### src/rtl/randomizer_ctrl.sv
// ---------------------------------------------------------------------------
// randomizer_ctrl
//
// Per-burst sequencer placed between the MAC-side bit source and the
// randomizer (which itself feeds FEC). One burst runs like this:
//   1. A start request is accepted in IDLE when the lengths are consistent.
//      BSID/UIUC/frame and both lengths are latched at that point.
//   2. LOAD (one cycle) builds the 15-bit IV and pulses rnd_reload_o.
//   3. DATA streams data_len source bits into the randomizer. Each bit
//      arrives one cycle after its src transfer.
//   4. PAD sends 1s, one per cycle, until slot_len bits have been sent.
//   5. DRAIN waits until slot_len randomizer output strobes have been
//      counted, then pulses done_o. If the randomizer stalls for DRAIN_MAX
//      cycles the burst is abandoned with err_timeout_o instead.
//
// Parameters
//   LEN_W      width of the data/slot length counters
//   DRAIN_MAX  stall limit (cycles without rnd_out_valid_i) while in DRAIN
//
// Ports
//   clk_i            system clock
//   reset_i          asynchronous, active-high reset
//   start_i          burst request, accepted only while start_ready_o=1
//   start_ready_o    1 in IDLE
//   cfg_bsid_i       BSID 4 LSBs          (sampled on accepted start)
//   cfg_uiuc_i       UIUC/DIUC            (sampled on accepted start)
//   cfg_frame_i      frame number 4 LSBs  (sampled on accepted start)
//   cfg_data_len_i   payload bits taken from the source
//   cfg_slot_len_i   total bits sent to the randomizer (payload + pad)
//   src_bit_i        source data bit
//   src_valid_i      source bit valid
//   src_ready_o      1 only in DATA; transfer = src_valid_i & src_ready_o
//   rnd_in_bits_o    randomizer input bit            (registered)
//   rnd_in_valid_o   randomizer input valid          (registered)
//   rnd_iv_o         randomizer initial vector       (registered)
//   rnd_reload_o     randomizer reload, 1-cycle pulse (registered)
//   rnd_out_valid_i  randomizer output strobe, counted only
//   busy_o           1 in every state except IDLE
//   done_o           1-cycle pulse, slot_len output bits seen
//   err_cfg_o        1-cycle pulse, start rejected for bad lengths
//   err_timeout_o    1-cycle pulse, DRAIN stalled DRAIN_MAX cycles
// ---------------------------------------------------------------------------
module randomizer_ctrl #(
  parameter int LEN_W     = 16,
  parameter int DRAIN_MAX = 64
) (
  input  logic             clk_i,
  input  logic             reset_i,
  input  logic             start_i,
  output logic             start_ready_o,
  input  logic [3:0]       cfg_bsid_i,
  input  logic [3:0]       cfg_uiuc_i,
  input  logic [3:0]       cfg_frame_i,
  input  logic [LEN_W-1:0] cfg_data_len_i,
  input  logic [LEN_W-1:0] cfg_slot_len_i,
  input  logic             src_bit_i,
  input  logic             src_valid_i,
  output logic             src_ready_o,
  output logic             rnd_in_bits_o,
  output logic             rnd_in_valid_o,
  output logic [14:0]      rnd_iv_o,
  output logic             rnd_reload_o,
  input  logic             rnd_out_valid_i,
  output logic             busy_o,
  output logic             done_o,
  output logic             err_cfg_o,
  output logic             err_timeout_o
);

  // One extra bit of headroom so DRAIN_MAX-1 always fits, even for DRAIN_MAX=1.
  localparam int STALL_W = $clog2(DRAIN_MAX + 1);

  typedef enum logic [2:0] {
    S_IDLE  = 3'd0,
    S_LOAD  = 3'd1,
    S_DATA  = 3'd2,
    S_PAD   = 3'd3,
    S_DRAIN = 3'd4
  } state_e;

  state_e state_q, state_d;

  // Latched burst configuration
  logic [3:0]       bsid_q, bsid_d;
  logic [3:0]       uiuc_q, uiuc_d;
  logic [3:0]       frame_q, frame_d;
  logic [LEN_W-1:0] data_len_q, data_len_d;
  logic [LEN_W-1:0] slot_len_q, slot_len_d;

  // Progress counters
  logic [LEN_W-1:0] in_cnt_q, in_cnt_d;
  logic [LEN_W-1:0] out_cnt_q, out_cnt_d;
  logic [STALL_W-1:0] stall_q, stall_d;

  // Registered outputs
  logic        in_bits_q, in_bits_d;
  logic        in_valid_q, in_valid_d;
  logic [14:0] iv_q, iv_d;
  logic        reload_q, reload_d;
  logic        done_q, done_d;
  logic        err_cfg_q, err_cfg_d;
  logic        err_timeout_q, err_timeout_d;

  // Decoded conditions
  logic             cfg_ok;
  logic             start_acc;
  logic             start_rej;
  logic             xfer;
  logic [LEN_W-1:0] in_cnt_inc;
  logic             data_last;
  logic             pad_last;
  logic             out_full;
  logic             stall_exp;

  // -------------------------------------------------------------------------
  // Condition decode
  // -------------------------------------------------------------------------
  always_comb begin
    cfg_ok     = (cfg_slot_len_i != '0) && (cfg_slot_len_i >= cfg_data_len_i);
    start_acc  = (state_q == S_IDLE) && start_i && cfg_ok;
    start_rej  = (state_q == S_IDLE) && start_i && !cfg_ok;
    xfer       = (state_q == S_DATA) && src_valid_i;
    in_cnt_inc = in_cnt_q + LEN_W'(1);
    // Equality-only compares: slot_len is bounded below 2^LEN_W, so the
    // counters never wrap before they hit their targets.
    data_last  = xfer && (in_cnt_inc == data_len_q);
    pad_last   = (state_q == S_PAD) && (in_cnt_inc == slot_len_q);
    out_full   = (out_cnt_q == slot_len_q);
    // A strobe arriving in the last allowed cycle still rescues the burst.
    stall_exp  = (state_q == S_DRAIN) && !out_full && !rnd_out_valid_i &&
                 (stall_q == STALL_W'(DRAIN_MAX - 1));
  end

  // -------------------------------------------------------------------------
  // FSM: state register
  // -------------------------------------------------------------------------
  always_ff @(posedge clk_i or posedge reset_i) begin
    if (reset_i) begin
      state_q <= S_IDLE;
    end else begin
      state_q <= state_d;
    end
  end

  // -------------------------------------------------------------------------
  // FSM: next state
  // -------------------------------------------------------------------------
  always_comb begin
    state_d = state_q;
    case (state_q)
      S_IDLE: begin
        if (start_acc) begin
          state_d = S_LOAD;
        end
      end
      S_LOAD: begin
        // An empty payload goes straight to padding.
        state_d = (data_len_q != '0) ? S_DATA : S_PAD;
      end
      S_DATA: begin
        if (data_last) begin
          state_d = (data_len_q == slot_len_q) ? S_DRAIN : S_PAD;
        end
      end
      S_PAD: begin
        if (pad_last) begin
          state_d = S_DRAIN;
        end
      end
      S_DRAIN: begin
        if (out_full || stall_exp) begin
          state_d = S_IDLE;
        end
      end
      default: state_d = S_IDLE;
    endcase
  end

  // -------------------------------------------------------------------------
  // FSM: state-decoded outputs
  // -------------------------------------------------------------------------
  always_comb begin
    start_ready_o = (state_q == S_IDLE);
    busy_o        = (state_q != S_IDLE);
    src_ready_o   = (state_q == S_DATA);
  end

  // -------------------------------------------------------------------------
  // Datapath next-state
  // -------------------------------------------------------------------------
  always_comb begin
    bsid_d        = bsid_q;
    uiuc_d        = uiuc_q;
    frame_d       = frame_q;
    data_len_d    = data_len_q;
    slot_len_d    = slot_len_q;
    in_cnt_d      = in_cnt_q;
    out_cnt_d     = out_cnt_q;
    iv_d          = iv_q;
    in_bits_d     = 1'b0;
    in_valid_d    = 1'b0;
    reload_d      = 1'b0;
    done_d        = 1'b0;
    err_cfg_d     = start_rej;
    err_timeout_d = 1'b0;

    // Output strobes are counted from LOAD onwards regardless of state so
    // any randomizer latency works, including outputs that overlap input.
    // Strobes past slot_len are ignored.
    if ((state_q != S_IDLE) && rnd_out_valid_i && !out_full) begin
      out_cnt_d = out_cnt_q + LEN_W'(1);
    end

    case (state_q)
      S_IDLE: begin
        if (start_acc) begin
          bsid_d     = cfg_bsid_i;
          uiuc_d     = cfg_uiuc_i;
          frame_d    = cfg_frame_i;
          data_len_d = cfg_data_len_i;
          slot_len_d = cfg_slot_len_i;
          in_cnt_d   = '0;
          out_cnt_d  = '0;
        end
      end
      S_LOAD: begin
        // IV layout: {bsid, 1, uiuc, 1, frame, 1}; held until the next burst.
        iv_d     = {bsid_q, 1'b1, uiuc_q, 1'b1, frame_q, 1'b1};
        reload_d = 1'b1;
      end
      S_DATA: begin
        if (xfer) begin
          in_valid_d = 1'b1;
          in_bits_d  = src_bit_i;
          in_cnt_d   = in_cnt_inc;
        end
      end
      S_PAD: begin
        in_valid_d = 1'b1;
        in_bits_d  = 1'b1;
        in_cnt_d   = in_cnt_inc;
      end
      S_DRAIN: begin
        done_d        = out_full;
        err_timeout_d = stall_exp;
      end
      default: ;
    endcase
  end

  // The stall counter only runs in DRAIN and restarts on every output strobe.
  always_comb begin
    stall_d = '0;
    if ((state_q == S_DRAIN) && !rnd_out_valid_i) begin
      stall_d = stall_q + STALL_W'(1);
    end
  end

  // -------------------------------------------------------------------------
  // Datapath registers
  // -------------------------------------------------------------------------
  always_ff @(posedge clk_i or posedge reset_i) begin
    if (reset_i) begin
      bsid_q        <= '0;
      uiuc_q        <= '0;
      frame_q       <= '0;
      data_len_q    <= '0;
      slot_len_q    <= '0;
      in_cnt_q      <= '0;
      out_cnt_q     <= '0;
      stall_q       <= '0;
      iv_q          <= '0;
      in_bits_q     <= 1'b0;
      in_valid_q    <= 1'b0;
      reload_q      <= 1'b0;
      done_q        <= 1'b0;
      err_cfg_q     <= 1'b0;
      err_timeout_q <= 1'b0;
    end else begin
      bsid_q        <= bsid_d;
      uiuc_q        <= uiuc_d;
      frame_q       <= frame_d;
      data_len_q    <= data_len_d;
      slot_len_q    <= slot_len_d;
      in_cnt_q      <= in_cnt_d;
      out_cnt_q     <= out_cnt_d;
      stall_q       <= stall_d;
      iv_q          <= iv_d;
      in_bits_q     <= in_bits_d;
      in_valid_q    <= in_valid_d;
      reload_q      <= reload_d;
      done_q        <= done_d;
      err_cfg_q     <= err_cfg_d;
      err_timeout_q <= err_timeout_d;
    end
  end

  assign rnd_in_bits_o  = in_bits_q;
  assign rnd_in_valid_o = in_valid_q;
  assign rnd_iv_o       = iv_q;
  assign rnd_reload_o   = reload_q;
  assign done_o         = done_q;
  assign err_cfg_o      = err_cfg_q;
  assign err_timeout_o  = err_timeout_q;

endmodule

### config.mk
export PLATFORM = sky130hd
export DESIGN_NAME = randomizer_ctrl
export DESIGN_NICKNAME = d
export VERILOG_FILES = /design/src/rtl/randomizer_ctrl.sv
export SDC_FILE = /design/constraint.sdc
export NUM_CORES = 1
export LEC_CHECK = 0
export CAP_MARGIN = 20
export CORE_UTILIZATION = 45
export DETAILED_ROUTE_END_ITERATION = 12
export GPL_TIMING_DRIVEN = 0
export PLACE_DENSITY = 0.63
export SETUP_SLACK_MARGIN = 0.02
export SYNTH_ARGS = -nofsm -noshare
export SYNTH_HDL_FRONTEND = slang
export SYNTH_SLANG_ARGS = --single-unit
export TNS_END_PERCENT = 50
### constraint.sdc
create_clock -name clk_i -period 6.8 [get_ports clk_i]
set_input_delay 1.36 -clock clk_i [delete_from_list [all_inputs] [get_ports clk_i]]
set_output_delay 1.36 -clock clk_i [all_outputs]
set_load 0.005 [all_outputs]
---- Word level (Yosys, flattened, before mapping) ----
Cells that the tools add are included.
cells by class
  add/subtract/negate cells ............... 3
  $mul .................................... 0
  div/mod/pow operators ................... 0
  order comparisons ....................... 1
  equality and inequality tests ........... 14
  shift-type cells ........................ 0
  multiplexer cells ....................... 21
  bitwise operators ....................... 0
  reductions and logical operators ........ 25
operators by type and width
  kind                                                                      number
  16-bit two-way mux                                                        5
  16-bit equality test                                                      4
  16-bit one-hot mux with 3 select lines                                    1
  16-bit by 1-bit adder with 16-bit output (second input constant)          2
  16-bit nonzero test                                                       2
  16-bit greater-or-equal comparator                                        1
  3-bit two-way mux                                                         5
  3-bit one-hot mux with 5 select lines                                     1
  1-bit logical AND                                                         13
  2-bit by 1-bit inequality test with 1-bit output (second input constant)  4
  7-bit by 1-bit adder with 7-bit output (second input constant)            1
  7-bit by 6-bit equality test with 1-bit output (second input constant)    1
  7-bit two-way mux                                                         1
  3-bit by 2-bit equality test with 1-bit output (second input constant)    2
  1-bit two-way mux                                                         6
  3-bit nonzero test                                                        2
  1-bit one-hot mux with 2 select lines                                     2
  4-bit AND reduction                                                       1
  3-bit by 1-bit equality test with 1-bit output (second input constant)    1
  3-bit equality test (second input constant)                               1
  1-bit logical NOT                                                         3
  3-bit logical NOT                                                         1
  3-bit AND reduction                                                       1
  2-bit inequality test (second input constant)                             1
  2 further kinds                                                           2
storage, ports and cells
  register bits after elaboration ......... 107
  bits in latches ......................... 0
  RAM bits ................................ 0
  memory bits (read-only) ................. 0
  bits of input ports ..................... 50
  output and inout port bits .............. 24
  logic and storage cells ................. 80
  memories ................................ 0

---- Logic depth before layout (Yosys ltp) ----
  word-level depth ........................ 8
  mapped depth ............................ 11
  mapped depth without buffers ............ 9

---- Worst setup path before layout ----
No wires, ideal clock.
  kind .................................... in2reg
  from .................................... in cfg_data_len_i[2]
  to ...................................... reg bsid_q[0]
  library setup time ...................... 125 ps
  arrival time ............................ 3,248 ps
  data required time ...................... 6,675 ps
  slack ................................... 3,427 ps
  cell stages on the path ................. 10
  path buffers ............................ 2
  path through ............................ inv_1 -> ha_1 -> a211o_1 -> a31oi_1 -> o311a_1 -> o221ai_1 -> and2_1 -> buf_2 -> buf_2 -> mux2_2
on the way
  longest elaborated chain between the ends .. 4
ends and longest elaborated chain
  what                                RTL line  text
  start: declaration                  54        input logic [LEN_W-1:0] cfg_data_len_i,
  16-bit greater-or-equal comparator  119       cfg_ok = (cfg_slot_len_i != '0) && (cfg_slot_len_i >= cfg_data_len_i);
  1-bit logical AND                   119
  1-bit logical AND                   120       start_acc = (state_q == S_IDLE) && start_i && cfg_ok;
  2-bit AND reduction (no line)       --
  end signal: assignment              280       bsid_q <= bsid_d;
  end: declaration                    84        logic [3:0] bsid_q, bsid_d;
No other way between the ends.
A chain may end at the register's enable or synchronous reset.

---- Worst setup path after layout ----
  from .................................... in cfg_slot_len_i[0]
  to ...................................... reg out_cnt_q[2]
on the way
  longest elaborated chain between the ends .. 5
  elaborated cells between the ends (all ways) .. 6
  those cells by class .................... order compare: 1; mux: 2; reduce/logical: 3
ends and longest elaborated chain
  what                                                                       RTL line  text
  start: declaration                                                         55        input logic [LEN_W-1:0] cfg_slot_len_i,
  16-bit greater-or-equal comparator or 16-bit nonzero test (tied branches)  119
  1-bit logical AND *                                                        119
  1-bit logical AND *                                                        120
  16-bit two-way mux *                                                       216       if (start_acc) begin
  16-bit two-way mux *                                                       214       case (state_q)
  net out_cnt_d[2]                                                           92        logic [LEN_W-1:0] out_cnt_q, out_cnt_d;
  end signal: assignment                                                     286       out_cnt_q <= out_cnt_d;
  end: declaration                                                           92
Mark *: on every way through the listed nets, which the timed path passes. The rest lies on a longest branch.

==> summary.txt <==
Synth
  • Most numerous cell in the Yosys netlist: dfrtp_1
  • Area fraction of the dominant cell type after synthesis: 0.4048
  • Largest cells by area after synthesis: dfrtp_1 40%, mux2_2 9.9%, xor2_1 5.8%, ha_1 3.7%, xnor2_1 3.0%
  • Number of synthesized register bits: 105
  • Fraction of registers with async set or reset after synthesis: 1.000
  • Synth area leader: dfrtp_1
  • Post-Syn Nets: 710
  • Synthesized instance count: 641
  • Cell variety after synth: 66
  • Post-Syn Area: 0.006491 mm^2
  • Mean area per synthesized cell: 10.13 um^2
  • Ys Warns: 0
  • Share of the yosys chip area belonging to registers: 0.4048
  • Leading post-synthesis cells by instance count: 105 x dfrtp_1, 57 x mux2_2, 43 x nor2_1, 43 x xor2_1, 34 x o21ai_0
  • Commonest register cell after synthesis: dfrtp_1
  • Number of synthesized flops with an enable pin: 0

Job
  • Max-cap check violation count: 0

STA
  • Worst Setup Slack, final: roughly 2.5 ns
  • Post-Route Setup TNS: 0 ns
  • Worst slack on hold paths: between 0.4 and 0.5 ns
  • Worst Max-Slew Pin Slew: 0.9134 ns
  • Final setup violating endpoints: 0
  • Unrepaired setup endpoints after global routing: false
  • Fin Clk Skew: between 0.007 and 0.008 ns
  • Worst slew slack as a fraction of its limit: 0.3864
  • Tcrit/Tclk final: 0.6281
  • Highest Clock Rate: 0.2341 GHz
  • Max-slew violation total from the final report: 0
  • Post-layout min period: between 4 and 5 ns
  • Hold Violations, Final: 0

GRT
  • Total grt overflow: 0
  • GR Util All Layers: 0.2511
  • Number of antenna violations at the first check in global routing: 0
  • Met3 Usage GRT: 0.05946
  • Global Route met2 Usage: 0.4177
  • Wire length of the first global-routing pass: 28.27 mm
  • Pin count of the biggest net entering global routing: 66
  • Vias in the first global route: 5,296
  • Global-route layer with the greatest usage: met2
  • Met1 global-route usage: 0.3214

Route
  • Number of vias after detailed routing: roughly 5,300
  • DRC violation total after the first TritonRoute iteration: 396
  • Via-to-Cell Ratio: 5.769
  • Post-detailed-route count of antenna-violating nets: 0
  • Final wirelength: 17.48 mm
  • Wire length per cell after detailed routing: between 15 and 20 um
  • Drt drc: 0
  • DR pass1 iterations: 5

Floorplanning
  • Chip Width: 122.1 um
  • Total die area: 0.01491 mm^2
  • Initial core utilization: 0.4640
  • Row count: 43
  • Area of the core: 0.01399 mm^2
  • Die Y-Extent: 122.1 um
  • Number of top-level pins: 74

Setup path
  • Type of element capturing the critical path: flop
  • Highest cell delay on the worst timing path: 0.52 ns
  • Cell with the largest stage delay on the worst path: clkdlybuf4s50_1
  • Top delay family on crit path: buffers and inverters
  • Reg-to-reg slack, setup: 3.65 ns
  • Worst Setup SP: cfg_slot_len_i[0]
  • Worst-path cell chain: clkdlybuf4s50_1 > inv_1 > ha_1 > nand2b_1 > a31oi_1 > o311a_1 > o221ai_1 > and2_1 > buf_2 > buf_2 > buf_1 > nor2_1
  • Critical path buffers and inverters: 5
  • Cell with the most instances on the worst path: buf_2
  • Type of element launching the critical path: input port
  • Critical path type: input port to flop
  • Worst R2R Start: state_q[1]
  • Worst path arrival time: 4.50 ns
  • Required @ worst endpoint: 7.03 ns
  • Critical path peak fanout: 10

Clocking
  • Cts repair resizes: 0
  • Clock network latency to the later pin of the worst-skew pair: 0.36 ns
  • Number of levels in the clock H-tree: 3
  • Buffers from clock root to sink, at most: 2
  • Post-CTS setup buffer count: 0
  • Clock Sink Count: 105
  • CTS tree: done
  • Total clock buffers created by CTS: 9
  • Post-CTS clock slew at the launch and capture registers of the worst setup and hold paths: roughly 0.070 ns
  • CTS Root Cell: clkbuf_16
  • Total of hold buffers inserted after clock tree synthesis: 0

Finish
  • Area used by sequential logic in the layout: 0.002628 mm^2
  • Count of antenna diodes in the layout: 0
  • Filler cell count in the final layout: 1,260
  • Fraction of layout instances using a drive strength above 1: 0.1667
  • Final net count: 796
  • Layout overhead on the synthesized area: 19.93%
  • Area of the multi-input gates: around 0.0035 mm^2

Power
  • Combinational share of power: 0.369
  • Power Total: roughly 2.5 mW
  • Switching share of total power: 0.3619
  • Power density relative to cell area: 326.2 mW/mm^2
  • P_sw: ~900 uW
  • Clock Power Share: 0.215
  • Share of total power in sequential cells: 0.417
  • Static Leakage: approximately 3.3 nW
  • Internal Dissipation: 1.620 mW
  • Worst VDD drop: 0.2224 mV

Status
  • Run status: finished clean

Worst hold path
  • Hold Path Origin: stall_q[0]
  • Type of the most critical hold path: flop to flop

Placement
  • Placement-stage worst setup slack: between 2 and 2.5 ns
  • Last weighted congestion value of the routability-driven placer: 0.8966
  • Number of port buffers: between 70 and 80
  • HPWL after DPL: 13.33 mm
[metrics by stage]
stage | std cells | utilization | area [um^2]
after floorplan | 641 | - | 6491
after global placement | 894 | 0.5324 | 7447
after detailed placement | 896 | 0.5349 | 7482
after CTS | 912 | 0.5565 | 7785
after global routing | 912 | 0.5565 | 7785
final | 912 | 0.5565 | 7785
[registers in the layout, summed over array words and instances (netlist names)]
signal and count:
data_len_q 16, in_cnt_q 16, out_cnt_q 16, slot_len_q 16, rnd_iv_o 13, stall_q 7, bsid_q 4, frame_q 4
uiuc_q 4, state_q 3, done_o 1, err_cfg_o 1, err_timeout_o 1, rnd_in_bits_o 1, rnd_in_valid_o 1, rnd_reload_o 1
[metal layers]
layer | routed length [um] | part of all wire
met4 | 403 | 0.023
met5 | 0 | 0
met3 | 1168 | 0.067
met2 | 8325 | 0.48
met1 | 7578 | 0.43
[worst register-to-register path: stages (launching register included)]
cell and delay [ns]:
dfrtp_1 0.36, clkbuf_1 0.28, inv_1 0.19, nor2_1 0.12
o21ai_1 0.43, inv_1 0.36, a21oi_1 0.68, clkbuf_1 0.39
o21ai_0 0.16, o31ai_1 0.09
[cell type report]
type,count,area share
timing repair buffer,75,0.09804
multi-input combinational,465,0.4523
clock inverter,6,0.009482
inverter,32,0.01575
tap,180,0.02893
buffer,39,0.02861
clock buffer,10,0.02941
sequential,105,0.3375
[cells in the final DEF (no fill, tap or decap), types with 19 or more instances in the layout]
cell and count:
dfrtp_1 105, clkdlybuf4s50_1 73, mux2_2 57, nor2_1 43, xor2_1 43, o21ai_0 34, nand2_1 33, inv_1 31
a21oi_1 25, xnor2_1 22, nand4_1 20, ha_1 19
[power by group through the flow]
| stage | logic [mW] | registers (mW) | clock network (mW) |
|---|---|---|---|
| floorplan | 0.687 | 0.970 | 0 |
| global placement | 0.909 | 1.06 | 0 |
| detailed placement | 0.931 | 1.06 | 0 |
| CTS | 0.938 | 1.05 | 0.556 |
| global route | 1.03 | 1.08 | 0.575 |
| finish | 0.936 | 1.06 | 0.545 |
[cell families after synthesis]
| group | after synthesis | synth area share |
|---|---|---|
| buffers and inverters | 71 | 0.05281 |
| adders and majority gates | 19 | 0.03662 |
| DFF | 105 | 0.4048 |
| muxes | 60 | 0.1035 |
| AOI/OAI and AO/OA | 114 | 0.1195 |
| xor gates and xnor gates | 70 | 0.1050 |
| and+or+nand+nor | 202 | 0.1777 |
[path summary, 6_finish.rpt]
| kind | cells past startpoint | endpoint |
|---|---|---|
| max in group asynchronous | 3 | out_cnt_q[7] |
| worst min register to register | 1 | stall_q[0] |
| min in group asynchronous | 2 | bsid_q[2] |
| worst min-delay path | 1 | stall_q[0] |
| worst max register to register | 9 | in_cnt_q[7] |
| worst max-delay path | 12 | out_cnt_q[2] |
(Power assumes the default switching activity.)
